## src/rtl/noc_flit_pkg.sv

```systemverilog
// Flit field positions and credit counter sizing shared by the NoC credit injector.
package noc_flit_pkg;

    function automatic int flit_valid_bit(input int width);
        return width - 1;
    endfunction

    function automatic int flit_head_bit(input int width);
        return width - 2;
    endfunction

    function automatic int flit_tail_bit(input int width);
        return width - 3;
    endfunction

    // LSB of the VC id field that sits directly below the tail bit.
    function automatic int flit_vc_lsb(input int width, input int vc_width);
        return width - 3 - vc_width;
    endfunction

    // A counter must represent every value from 0 to depth inclusive.
    function automatic int credit_width(input int depth);
        return $clog2(depth + 1);
    endfunction

endpackage

```

## src/rtl/noc_credit_injector_fifo.sv

```systemverilog
// Synchronous flit FIFO with a combinational head output and a separate fill counter.
module flit_fifo #(
    parameter int WIDTH = 36,
    parameter int DEPTH = 4
) (
    input  logic                     clk,
    input  logic                     rst_n,
    input  logic                     push,
    input  logic [WIDTH-1:0]         push_data,
    input  logic                     pop,
    output logic [WIDTH-1:0]         head,
    output logic                     full,
    output logic                     empty,
    output logic [$clog2(DEPTH):0]   count
);

    localparam int AW = $clog2(DEPTH);

    logic [WIDTH-1:0] mem [DEPTH];
    logic [AW-1:0]    wr_ptr;
    logic [AW-1:0]    rd_ptr;
    logic             do_push;
    logic             do_pop;

    assign full    = (count == (AW + 1)'(DEPTH));
    assign empty   = (count == '0);
    assign do_push = push && !full;
    assign do_pop  = pop && !empty;
    assign head    = mem[rd_ptr];

    // NOTE: sequential state is written with non-blocking assignments so every register samples pre-edge values.
    always_ff @(posedge clk or negedge rst_n) begin
        if (!rst_n) begin
            wr_ptr <= '0;
            rd_ptr <= '0;
            count  <= '0;
        end else begin
            if (do_push) wr_ptr <= wr_ptr + 1'b1;
            if (do_pop)  rd_ptr <= rd_ptr + 1'b1;
            if (do_push && !do_pop)      count <= count + 1'b1;
            else if (do_pop && !do_push) count <= count - 1'b1;
        end
    end

    // NOTE: storage is not reset; the pointers and count alone decide which entries are meaningful.
    always_ff @(posedge clk) begin
        if (do_push) mem[wr_ptr] <= push_data;
    end

endmodule

```

## src/rtl/noc_credit_injector.sv

```systemverilog
// Buffers packetizer flits and injects them into a credit-flow-controlled router port in order.
module noc_credit_injector
    import noc_flit_pkg::*;
#(
    parameter int WIDTH            = 36,
    parameter int ADDRESS_WIDTH    = 4,
    parameter int VC_ADDRESS_WIDTH = 1,
    parameter int FIFO_DEPTH       = 4,
    parameter int VC_BUF_DEPTH     = 10
) (
    input  logic                            clk,
    input  logic                            rst_n,
    input  logic [WIDTH-1:0]                data_in,
    input  logic                            valid_in,
    output logic                            ready_out,
    output logic [WIDTH-1:0]                flit_out,
    output logic                            valid_out,
    input  logic [2**VC_ADDRESS_WIDTH-1:0]  credit_in,
    output logic                            credit_err,
    output logic [$clog2(FIFO_DEPTH):0]     occupancy
);

    localparam int NUM_VC    = 2 ** VC_ADDRESS_WIDTH;
    localparam int CW        = credit_width(VC_BUF_DEPTH);
    localparam int VALID_BIT = flit_valid_bit(WIDTH);
    localparam int VC_LSB    = flit_vc_lsb(WIDTH, VC_ADDRESS_WIDTH);
    localparam logic [CW-1:0] MAX_CREDITS = CW'(VC_BUF_DEPTH);

    // The flit must carry control bits, the VC id and the router address.
    if (WIDTH < 3 + VC_ADDRESS_WIDTH + ADDRESS_WIDTH) begin : g_width_check
        $error("noc_credit_injector: WIDTH too small for flit fields");
    end

    logic [WIDTH-1:0]            head_flit;
    logic                        fifo_full;
    logic                        fifo_empty;
    logic                        push;
    logic                        pop;
    logic [VC_ADDRESS_WIDTH-1:0] head_vc;
    logic [NUM_VC-1:0]           issue_vc;
    logic [CW-1:0]               credits [NUM_VC];

    // Invalid flits are handshaken but never stored.
    assign ready_out = !fifo_full;
    assign push      = valid_in && ready_out && data_in[VALID_BIT];
    assign head_vc   = head_flit[VC_LSB +: VC_ADDRESS_WIDTH];
    // A credit arriving this cycle already counts toward the head's eligibility.
    assign pop       = !fifo_empty && ((credits[head_vc] != '0) || credit_in[head_vc]);

    flit_fifo #(
        .WIDTH (WIDTH),
        .DEPTH (FIFO_DEPTH)
    ) u_fifo (
        .clk       (clk),
        .rst_n     (rst_n),
        .push      (push),
        .push_data (data_in),
        .pop       (pop),
        .head      (head_flit),
        .full      (fifo_full),
        .empty     (fifo_empty),
        .count     (occupancy)
    );

    // NOTE: always_comb assigns a default before any conditional write so no latch is inferred.
    always_comb begin
        issue_vc = '0;
        if (pop) issue_vc[head_vc] = 1'b1;
    end

    always_ff @(posedge clk or negedge rst_n) begin
        if (!rst_n) begin
            for (int v = 0; v < NUM_VC; v++) credits[v] <= MAX_CREDITS;
            credit_err <= 1'b0;
        end else begin
            for (int v = 0; v < NUM_VC; v++) begin
                if (credit_in[v] && !issue_vc[v]) begin
                    if (credits[v] == MAX_CREDITS) credit_err <= 1'b1;
                    else                           credits[v] <= credits[v] + 1'b1;
                end else if (issue_vc[v] && !credit_in[v]) begin
                    credits[v] <= credits[v] - 1'b1;
                end
            end
        end
    end

    // flit_out holds the last issued flit while idle.
    always_ff @(posedge clk or negedge rst_n) begin
        if (!rst_n) begin
            flit_out  <= '0;
            valid_out <= 1'b0;
        end else begin
            valid_out <= pop;
            if (pop) flit_out <= head_flit;
        end
    end

endmodule

```

## config.mk

```make
export PLATFORM = sky130hd
export DESIGN_NAME = noc_credit_injector
export DESIGN_NICKNAME = d
export VERILOG_FILES = /design/src/rtl/noc_flit_pkg.sv /design/src/rtl/noc_credit_injector_fifo.sv /design/src/rtl/noc_credit_injector.sv
export SDC_FILE = /design/constraint.sdc
export NUM_CORES = 1
export LEC_CHECK = 0
export CORE_ASPECT_RATIO = 1.1
export CORE_MARGIN = 5
export CORE_UTILIZATION = 60
export DETAILED_ROUTE_END_ITERATION = 16
export DONT_BUFFER_PORTS = 1
export PLACE_DENSITY = 0.76
export SLEW_MARGIN = 20
export SYNTH_ARGS = -nofsm -noshare
export SYNTH_HDL_FRONTEND = slang
export SYNTH_SLANG_ARGS = --single-unit
```

## constraint.sdc

```tcl
create_clock -name clk -period 3.5 [get_ports clk]
set_input_delay 0.35 -clock clk [delete_from_list [all_inputs] [get_ports clk]]
set_output_delay 0.35 -clock clk [all_outputs]
set_load 0.1 [all_outputs]
```

### Word-level counts from Yosys, hierarchy flattened

Memories as Yosys holds them, arrays and structs flattened.
Cells that the tools add are included.

| word-level totals | value |
|---|---|
| bits in registers | 53 |
| output and inout port bits | 42 |
| word-level logic and storage cells | 76 |
| bits in writable memories | 144 |
| memories kept | 1 |

| operators by class | value |
|---|---|
| $lt $le $gt $ge | 3 |
| muxes and demuxes | 22 |
| reductions and logical operators | 28 |
| $add $sub $neg | 8 |
| eq/ne operators | 5 |
| bitwise logic cells | 1 |

Memory list:

| name | words | width | rd ports | clocked after memory_dff | wr ports | RTL line | text |
|---|---|---|---|---|---|---|---|
| u_fifo.mem | 4 | 36 | 1 | 0 | 1 | noc_credit_injector_fifo.sv:19 | `logic [WIDTH-1:0] mem [DEPTH];` |

Operators with widths:

| kind | number |
|---|---|
| $mux 4 | 9 |
| $logic_and 1x1->1 | 12 |
| $mux 1 | 9 |
| $add 4x1->4 const B | 2 |
| $eq 4x4->1 const B | 2 |
| $logic_not 1->1 | 8 |
| $sub 4x1->4 const B | 2 |
| $mux 3 | 2 |
| $reduce_bool 2->1 | 3 |
| $add 2x1->2 const B | 2 |
| $ne 2x2->1 const B | 2 |
| $reduce_and 2->1 | 2 |
| $reduce_bool 4->1 | 1 |
| $add 3x1->3 const B | 1 |
| $eq 3x3->1 const B | 1 |
| $logic_not 3->1 | 1 |
| $sub 3x1->3 const B | 1 |
| $ge 2x2->1 const B | 1 |
| $lt 1x2->1 const B | 1 |
| $mux 2 | 1 |
| $not 1->2 | 1 |
| $demux 1 s1 | 1 |
| $ge 1x1->1 const B | 1 |
| $logic_or 1x1->1 | 1 |

### Longest topological paths before layout

Gate-level depths: netlist (run 1).
An unclocked memory read counts as a cell.

| depth | value |
|---|---|
| depth after elaboration | 14 |
| gate-level depth with buffers | 13 |
| gate-level depth less buffers | 10 |

### Cells and area by module

From an unflattened synthesis (run 1), not the netlist that was laid out.

| second synthesis, totals | value |
|---|---|
| cell total of the unflattened synthesis | 371 |
| area total of the unflattened synthesis | 7838.8 µm² |

By module, submodules not included:

| module | instances | cells each | area each (µm²) |
|---|---|---|---|
| flit_fifo | 1 | 224 | 5635.4 |
| noc_credit_injector | 1 | 147 | 2203.4 |

### Worst setup path after synthesis (run 1)

OpenSTA, ideal clock, no wires.

| timing | value |
|---|---|
| path type | reg-to-reg |
| start point | register u_fifo.count[1] |
| end point | memory u_fifo.mem[0][0] (enable) |
| stages on the path, launching flop included | 6 |
| slack | -68 ps |
| arrival time | 3172 ps |
| clock period less this slack | 3568 ps |
| cells stage by stage | dfrtp_1 > nor2_1 > nand2_1 > and3_1 > clkbuf_1 > and2_1 |

| on the way | value |
|---|---|
| cells in the longest elaborated chain, start to end | 7 |

Ends and longest elaborated chain:

| item | RTL line | text |
|---|---|---|
| start, declared | noc_credit_injector_fifo.sv:14 | `output logic [$clog2(DEPTH):0] count` |
| start signal, assigned | noc_credit_injector_fifo.sv:40 | `if (do_push && !do_pop) count <= count + 1'b1;` |
| start signal, assigned | noc_credit_injector_fifo.sv:41 | `else if (do_pop && !do_push) count <= count - 1'b1;` |
| $eq 3x3->1 * | noc_credit_injector_fifo.sv:25 | `assign full = (count == (AW + 1)'(DEPTH));` |
| $logic_not 1->1 * | noc_credit_injector.sv:44 | `assign ready_out = !fifo_full;` |
| via ready_out | noc_credit_injector.sv:15 | `output logic ready_out,` |
| $logic_and 1x1->1 (2 in a row) | noc_credit_injector.sv:45 | `assign push = valid_in && ready_out && data_in[VALID_BIT];` |
| $logic_and 1x1->1 * | noc_credit_injector_fifo.sv:27 | `assign do_push = push && !full;` |
| via u_fifo.do_push | noc_credit_injector_fifo.sv:22 | `logic do_push;` |
| $mux 1 * | noc_credit_injector_fifo.sv:47 | `if (do_push) mem[wr_ptr] <= push_data;` |
| $mux 1 (not written as such) * | noc_credit_injector_fifo.sv:47 |  |
| end, declared | noc_credit_injector_fifo.sv:19 |  |

Mark *: on every way through the listed nets, which the timed path passes. The rest lies on a longest branch.

### Final worst setup path (run 1)

| timing | value |
|---|---|
| start point | register u_fifo.rd_ptr[0] |
| end point | register credits[7] (netlist bit) |

| on the way | value |
|---|---|
| cells in the longest elaborated chain, start to end | 13 |
| elaborated cells between the ends (all ways) | 23 |

Ends and longest elaborated chain:

| item | RTL line | text |
|---|---|---|
| start, declared | noc_credit_injector_fifo.sv:21 | `logic [AW-1:0] rd_ptr;` |
| start signal, assigned | noc_credit_injector_fifo.sv:39 | `if (do_pop) rd_ptr <= rd_ptr + 1'b1;` |
| $mem_v2 4x36 * | -- |  |
| $not 1->2 (not written as such) | noc_credit_injector.sv:48 | `assign pop = !fifo_empty && ((credits[head_vc] != '0) \|\| credit_in[head_vc]);` |
| $mux 4 (not written as such) (3 in a row) | noc_credit_injector.sv:48 |  |
| $reduce_bool 4->1 | noc_credit_injector.sv:48 |  |
| $logic_or 1x1->1 | noc_credit_injector.sv:48 |  |
| $logic_and 1x1->1 | noc_credit_injector.sv:48 |  |
| $mux 2 * | noc_credit_injector.sv:68 | `if (pop) issue_vc[head_vc] = 1'b1;` |
| $logic_not 1->1 | noc_credit_injector.sv:77 | `if (credit_in[v] && !issue_vc[v]) begin` |
| $logic_and 1x1->1 | noc_credit_injector.sv:77 |  |
| $ne 2x2->1 (no source line) or $reduce_bool 2->1 (tied branches) | -- |  |
| $reduce_and 2->1 (no source line) | -- |  |
| end signal, assigned by index | noc_credit_injector.sv:79 | `else credits[v] <= credits[v] + 1'b1;` |
| end signal, assigned by index | noc_credit_injector.sv:81 | `credits[v] <= credits[v] - 1'b1;` |
| end, declared | noc_credit_injector.sv:41 | `logic [CW-1:0] credits [NUM_VC];` |

Every way passes the cells marked *; elsewhere a longest branch is shown, timed or not. The select of a mux whose other input is x is not followed.
A chain may end at the register's enable or synchronous reset.

==> results of run 1 <==
## stage by stage
| stage | hold slack, ps | area (um2) | cells |
|---|---|---|---|
| after floorplan | 54.4 | 7770 | 375 |
| after global placement | 56.3 | 8000 | 528 |
| after detailed placement | 56.2 | 8000 | 528 |
| after CTS | 0.0434 | 8870 | 584 |
| after global routing | 0.0593 | 9060 | 603 |
| final | 19.7 | 9060 | 603 |
## final cells by class
class,instances,area [um2]
Timing Repair Buffer,56,573
Multi-Input combinational cell,154,2000
Fill cell,750,3580
Clock inverter,13,175
Sequential cell,197,5660
Inverter,8,30.0
Clock buffer,18,429
Tap cell,157,196
## cells in the final DEF, fill, tap and decap left out, types with 2 or more instances in the layout
cell,count
edfxtp_1,144
dfrtp_1,47
dlygate4sd3_1,43
mux4_2,36
mux2_4,19
clkbuf_16,17
mux2_2,12
mux2_1,10
buf_4,10
ha_1,9
xor2_1,8
inv_1,7
nand2_1,6
clkinv_4,5
nor2_1,4
and2_2,4
dfstp_2,4
nand3_1,3
a221oi_1,3
fa_1,3
bufinv_16,3
or4_1,2
nor3_1,2
and3_1,2
or3_1,2
o21ai_1,2
xnor2_1,2
o2bb2ai_1,2
inv_6,2
buf_12,2
dfrtp_2,2
## cell families after synthesis
kind of cell               after synthesis  share of synthesized area (%)
DFF                                    197                           72.8
xor gates and xnor gates                10                           1.13
buffers and inverters                   24                           1.64
AOI/OAI and AO/OA                       24                           2.67
adders and majority gates               12                           2.22
muxes                                   77                           17.3
and+or+nand+nor                         31                           2.25
## registers in the layout (all words and copies together) (netlist names)
| register | flops |
|---|---|
| u_fifo.mem | 144 |
| flit_out | 36 |
| credits | 8 |
| u_fifo.count | 3 |
| u_fifo.rd_ptr | 2 |
| u_fifo.wr_ptr | 2 |
| credit_err | 1 |
| valid_out | 1 |
## worst max-delay path, delay by kind of cell (launching register included)
| kind | cells | cell delay, ps |
|---|---|---|
| simple gates | 4 | 1000 |
| fa+ha+maj | 1 | 280 |
| flops | 1 | 370 |
| compound gates | 2 | 490 |
| mux | 1 | 660 |
## worst paths after layout
check	to	cells past startpoint	slack, ps
worst max-delay path	credits[7]	8	610
worst min-delay path	u_fifo.mem[3][35]	0	20
worst max register to register	credits[7]	8	610
worst min register to register	credits[3]	2	540
max in group asynchronous	credits[1]	2	2740
min in group asynchronous	credits[4]	2	470
## layer usage
metal | vias to the layer above | global-route usage [%] | share of wire (%)
met3 | 19 | 6.59 | 6.7
met4 | 0 | 5.74 | 1.2
met5 | - | 0 | 0
met1 | 1908 | 23.4 | 39
met2 | 132 | 33.2 | 53
li1 | 1623 | - | -
==> results.yml, run 1 <==
outcome:
  status: "completed"
global_routing:
  grt_max_degree: 54
  grt_pass1_wl_um: 22000
  grt_pass1_vias: 3849
  antenna_found_initial: 0
  grt-ovfl-total: 0
  grtUsageTotal_pct: 19.3
floorplanning:
  die_x_um: 119
  coreArea_mm2: 0.0126
  dieArea_mm2: 0.0153
  io_pins: 83
  die_y_um: 129
  initial_core_util_pct: 61.5
  rows: 43
timing:
  setup_tns_ps: 0
  min_period_ps: 2890
  timing_hold_violations_final: 0
  rsz0062_at_grt: "false"
  fmax_ghz: 0.346
  fin_ws_ps: 608
  period_share_pct: 82.6
  setup_viol: 0
  slew_violations: 0
  skew_ps: 6.49
  worstMarginPinSlew_ps: 959
  relSlewSlack_pct: 36.1
yosys:
  synth.avg_cell_area_um2: 20.7
  yosys.area.top_type: "edfxtp_1"
  seq_area_frac_synth_pct: 72.8
  yosysMostFrequentCell: "edfxtp_1"
  synth_top_area_share_pct: 55.7
  synth_seq_cells: 197
  async_flop_share_pct: 26.9
  synth_commonest_cells: "edfxtp_1 (144), dfrtp_1 (49), mux4_2 (36)"
  yosysWarningCount: 0
  synth-edff-count: 144
  synth_ff_type: "edfxtp_1"
  syn_inst: 375
  synthesis.area_mm2: 0.00777
  synth_nets: 428
  synthTopCellsByArea: "edfxtp_1 (56%), dfrtp_1 (16%), mux4_2 (10%), mux2_4 (3.7%), mux2_2 (1.7%)"
  yosysUniqueCellTypes: 50
critical_path:
  cpMaxStageDelayCell: "mux4_2"
  required_ps: 3830
  start_kind: "flip-flop"
  arrival_ps: 3220
  path_cells: "mux4_2 > or2_4 > nand2_1 > ha_1 > and3_1 > or3_1 > o221a_1 > a221oi_1"
  startpoint: "u_fifo.rd_ptr[0]"
  cpPeakStageDelay_ps: 660
  crit_fanout: 12
  r2r_start: "u_fifo.rd_ptr[0]"
  end_kind: "flip-flop"
  crit_type: "reg -> reg"
cells_and_area:
  area_delta_synth_final_pct: 16.6
  final_nets: 487
  finish.utilization_pct: 71.7
  n_antenna_cell: 0
  drive_gt1_share_pct: 28.7
min_path:
  min-delay-path-class: "in -> reg"
  hp-start: "data_in[35]"
clock_tree:
  cts_repair_resize_count: 0
  clock-sinks: 197
  postCtsSetupBuffers: 0
  cts_buffers: 17
  cts_tree: "yes"
  cts_root_buf: "clkbuf_16"
  clock_latency_ps: 420
  path_clk_slew_ps: 70
  clockBufferDepth: 2
  cts-hold-fix-buffers: 25
  htreeDepth: 4
routing:
  vias: 3682
  drt_wl_total_um: 14000
  first_pass_iters: 4
  via_per_inst: 6.11
  initialDrtViolationCount: 249
  detail-route-antenna-nets: 0
  detail_route.wl_per_cell_um: 23.1
  drc: 0
job:
  max_cap_violations: 0
placed_design:
  preCtsSetupSlack_ps: 631
  gp_congestion: 0.812
  dp_hpwl_um: 8010
  portBuffers: 0
Power of run 1 is not shown: default switching activity piles up to over one toggle a cycle in this logic, so the estimate is an artifact.
==> inputs of run 2 (changes only) <==
- CORE_UTILIZATION: 60 -> 57
- PLACE_DENSITY: 0.76 -> 0.75
- clock period: 3.5 -> 2.4 ns (I/O delays scaled with it)
==> run 2 against run 1 <==
The run now ends with negative setup slack left. Critical path type unchanged. Sequential cell count did not move. Sequential share of layout area is 1.1 points lower. Setup slack worse by 660 ps. Critical path depth unchanged. Fmax rose by 18%. Critical endpoint is now u_fifo.count[1]. Cell count grew 5.6%. Die area grew 4.8%.
==> results.yml, run 2 (same netlist as run 1, synthesis figures left out) <==
routing:
  detail-route-antenna-nets: 0
  vias: 3639
  initialDrtViolationCount: 191
  first_pass_iters: 4
  via_per_inst: 5.71
  drc: 0
  detail_route.wl_per_cell_um: 21.6
  drt_wl_total_um: 13800
global_routing:
  antenna_found_initial: 1
  grtUsageTotal_pct: 18.5
  grt_pass1_wl_um: 22100
  grt_pass1_vias: 4002
  grt-ovfl-total: 0
  grt_max_degree: 54
clock_tree:
  cts_root_buf: "clkbuf_16"
  clock_latency_ps: 430
  clockBufferDepth: 2
  clock-sinks: 197
  cts_buffers: 17
  htreeDepth: 4
  cts_tree: "yes"
  path_clk_slew_ps: 60
  postCtsSetupBuffers: 0
critical_path:
  start_kind: "flip-flop"
  cpMaxStageDelayCell: "mux4_2"
  crit_type: "reg -> reg"
  end_kind: "flip-flop"
  rrSetupSlack_ps: -60
  path_cells: "mux4_2 > buf_4 > a211oi_4 > inv_4 > ha_4 > inv_2 > fa_2 > mux2_2"
  worst-r2r-cell-count: 8
  startpoint: "u_fifo.rd_ptr[0]"
  required_ps: 2710
  setup.worst_path.end: "u_fifo.count[1]"
  r2r_start: "u_fifo.rd_ptr[0]"
  cpPeakStageDelay_ps: 520
  arrival_ps: 2770
  crit_fanout: 3
  rr_endpoint: "u_fifo.count[1]"
timing:
  skew_ps: 9.61
  fmax_ghz: 0.407
  min_period_ps: 2460
  relSlewSlack_pct: 32.5
  period_share_pct: 102
  fin_ws_ps: -56.2
  worstMarginPinSlew_ps: 1010
  setup_tns_ps: -138
  timing_hold_violations_final: 0
  rsz0062_at_grt: "true"
  slew_violations: 0
  setup_viol: 3
min_path:
  min-delay-path-class: "in -> reg"
cells_and_area:
  final_cell_mix: "edfxtp_1 (144), dfrtp_1 (43), dlygate4sd3_1 (38), mux4_2 (36), buf_4 (21)"
  postLayoutCellArea_mm2: 0.00924
  final_common_cell: "edfxtp_1"
  drive_gt1_share_pct: 35.6
  final_cells: 637
  largest_reg_flops: 144
  top_regs: "u_fifo.mem (144), flit_out (36), credits (8)"
  top_register: "u_fifo.mem"
  final_nets: 492
  area_delta_synth_final_pct: 19.0
placed_design:
  dp.cells: 565
  portBuffers: 0
  preCtsSetupSlack_ps: -87.7
  dpl_cell_area_mm2: 0.00820
  dp_hpwl_um: 7920
  gp_congestion: 0.768
floorplanning:
  rows: 44
  dieArea_mm2: 0.0161
  initial_core_util_pct: 58.6
  coreArea_mm2: 0.0133
  die_y_um: 132
  io_pins: 83
  die_x_um: 121
outcome:
  status: "finished with violations"
  violations: "negative setup slack"
job:
  max_cap_violations: 0
## run 2: cell count changes in the layout (fill, tap and decap cells not counted), moves of 3 or more
cell           delta
buf_4            +11
a221oi_1          -3
a221oi_2          +3
ha_4              +4
dlygate4sd3_1     -5
ha_1              -5
clkinv_4          -5
nand2_1           -3
dfrtp_1           -4
## run 2: worst max-delay path: cells and delay by family (launching register included)
kind,cells,cell delay (ps)
AOI/OAI and AO/OA,1,340
buffers and inverters,3,270
adders and majority gates,2,580
muxes,2,780
DFF,1,370
## run 2: routing by layer
| layer | share of wire [%] | global-route usage [%] |
|---|---|---|
| met3 | 5.5 | 5.98 |
| met2 | 53 | 30.8 |
| met4 | 1.4 | 6.79 |
| met1 | 40 | 22.7 |
| met5 | 0 | 0 |
## run 2: how the worst min path moves through the flow
stage | startpoint | slack, ps | end | depth (start not counted)
floorplan | rst_n | -60 | credit_err | 0
detailed placement | rst_n | -50 | credits[4] | 0
finish | credit_in[1] | 30 | credits[3] | 2
CTS | credit_in[1] | 5 | credits[3] | 2
global placement | rst_n | -50 | credits[4] | 0
global route | credit_in[1] | 9 | credits[3] | 2
## run 2: final cells by class
| type | count | area, um2 |
|---|---|---|
| sequential | 197 | 5670 |
| fill | 799 | 4020 |
| multi-input combinational | 154 | 2150 |
| timing repair buffer | 61 | 581 |
| clock buffer | 21 | 460 |
| tap | 184 | 230 |
| clock inverter | 11 | 124 |
| inverter | 8 | 32.5 |
| antenna | 1 | 2.50 |
## run 2: timing repair
item / in CTS / in global routing
pin swaps: 0 / 1
hold endpoints to repair: 198 / 0
endpoints found under the setup margin: 39 / 23
resized for setup: 5 / 5
hold buffers: 39 / 0
## run 2: through the flow
step           hold slack [ps]  utilization (%)
6_report                  31.7             69.7
5_1_grt                   9.32             69.7
4_1_cts                   4.98             69.5
3_5_place_dp             -52.8             61.8
3_3_place_gp             -53.2             61.8
2_1_floorplan            -55.6                -
Power of run 2 is left out for the same reason.
==> inputs of run 3 (changes only) <==
- CAP_MARGIN: not set -> 10
- CTS_CLUSTER_SIZE: not set -> 40
==> results of run 3 <==
Same layout as run 2: the final DEF is identical, and so are final timing and power.
Power of run 3 is left out for the same reason.
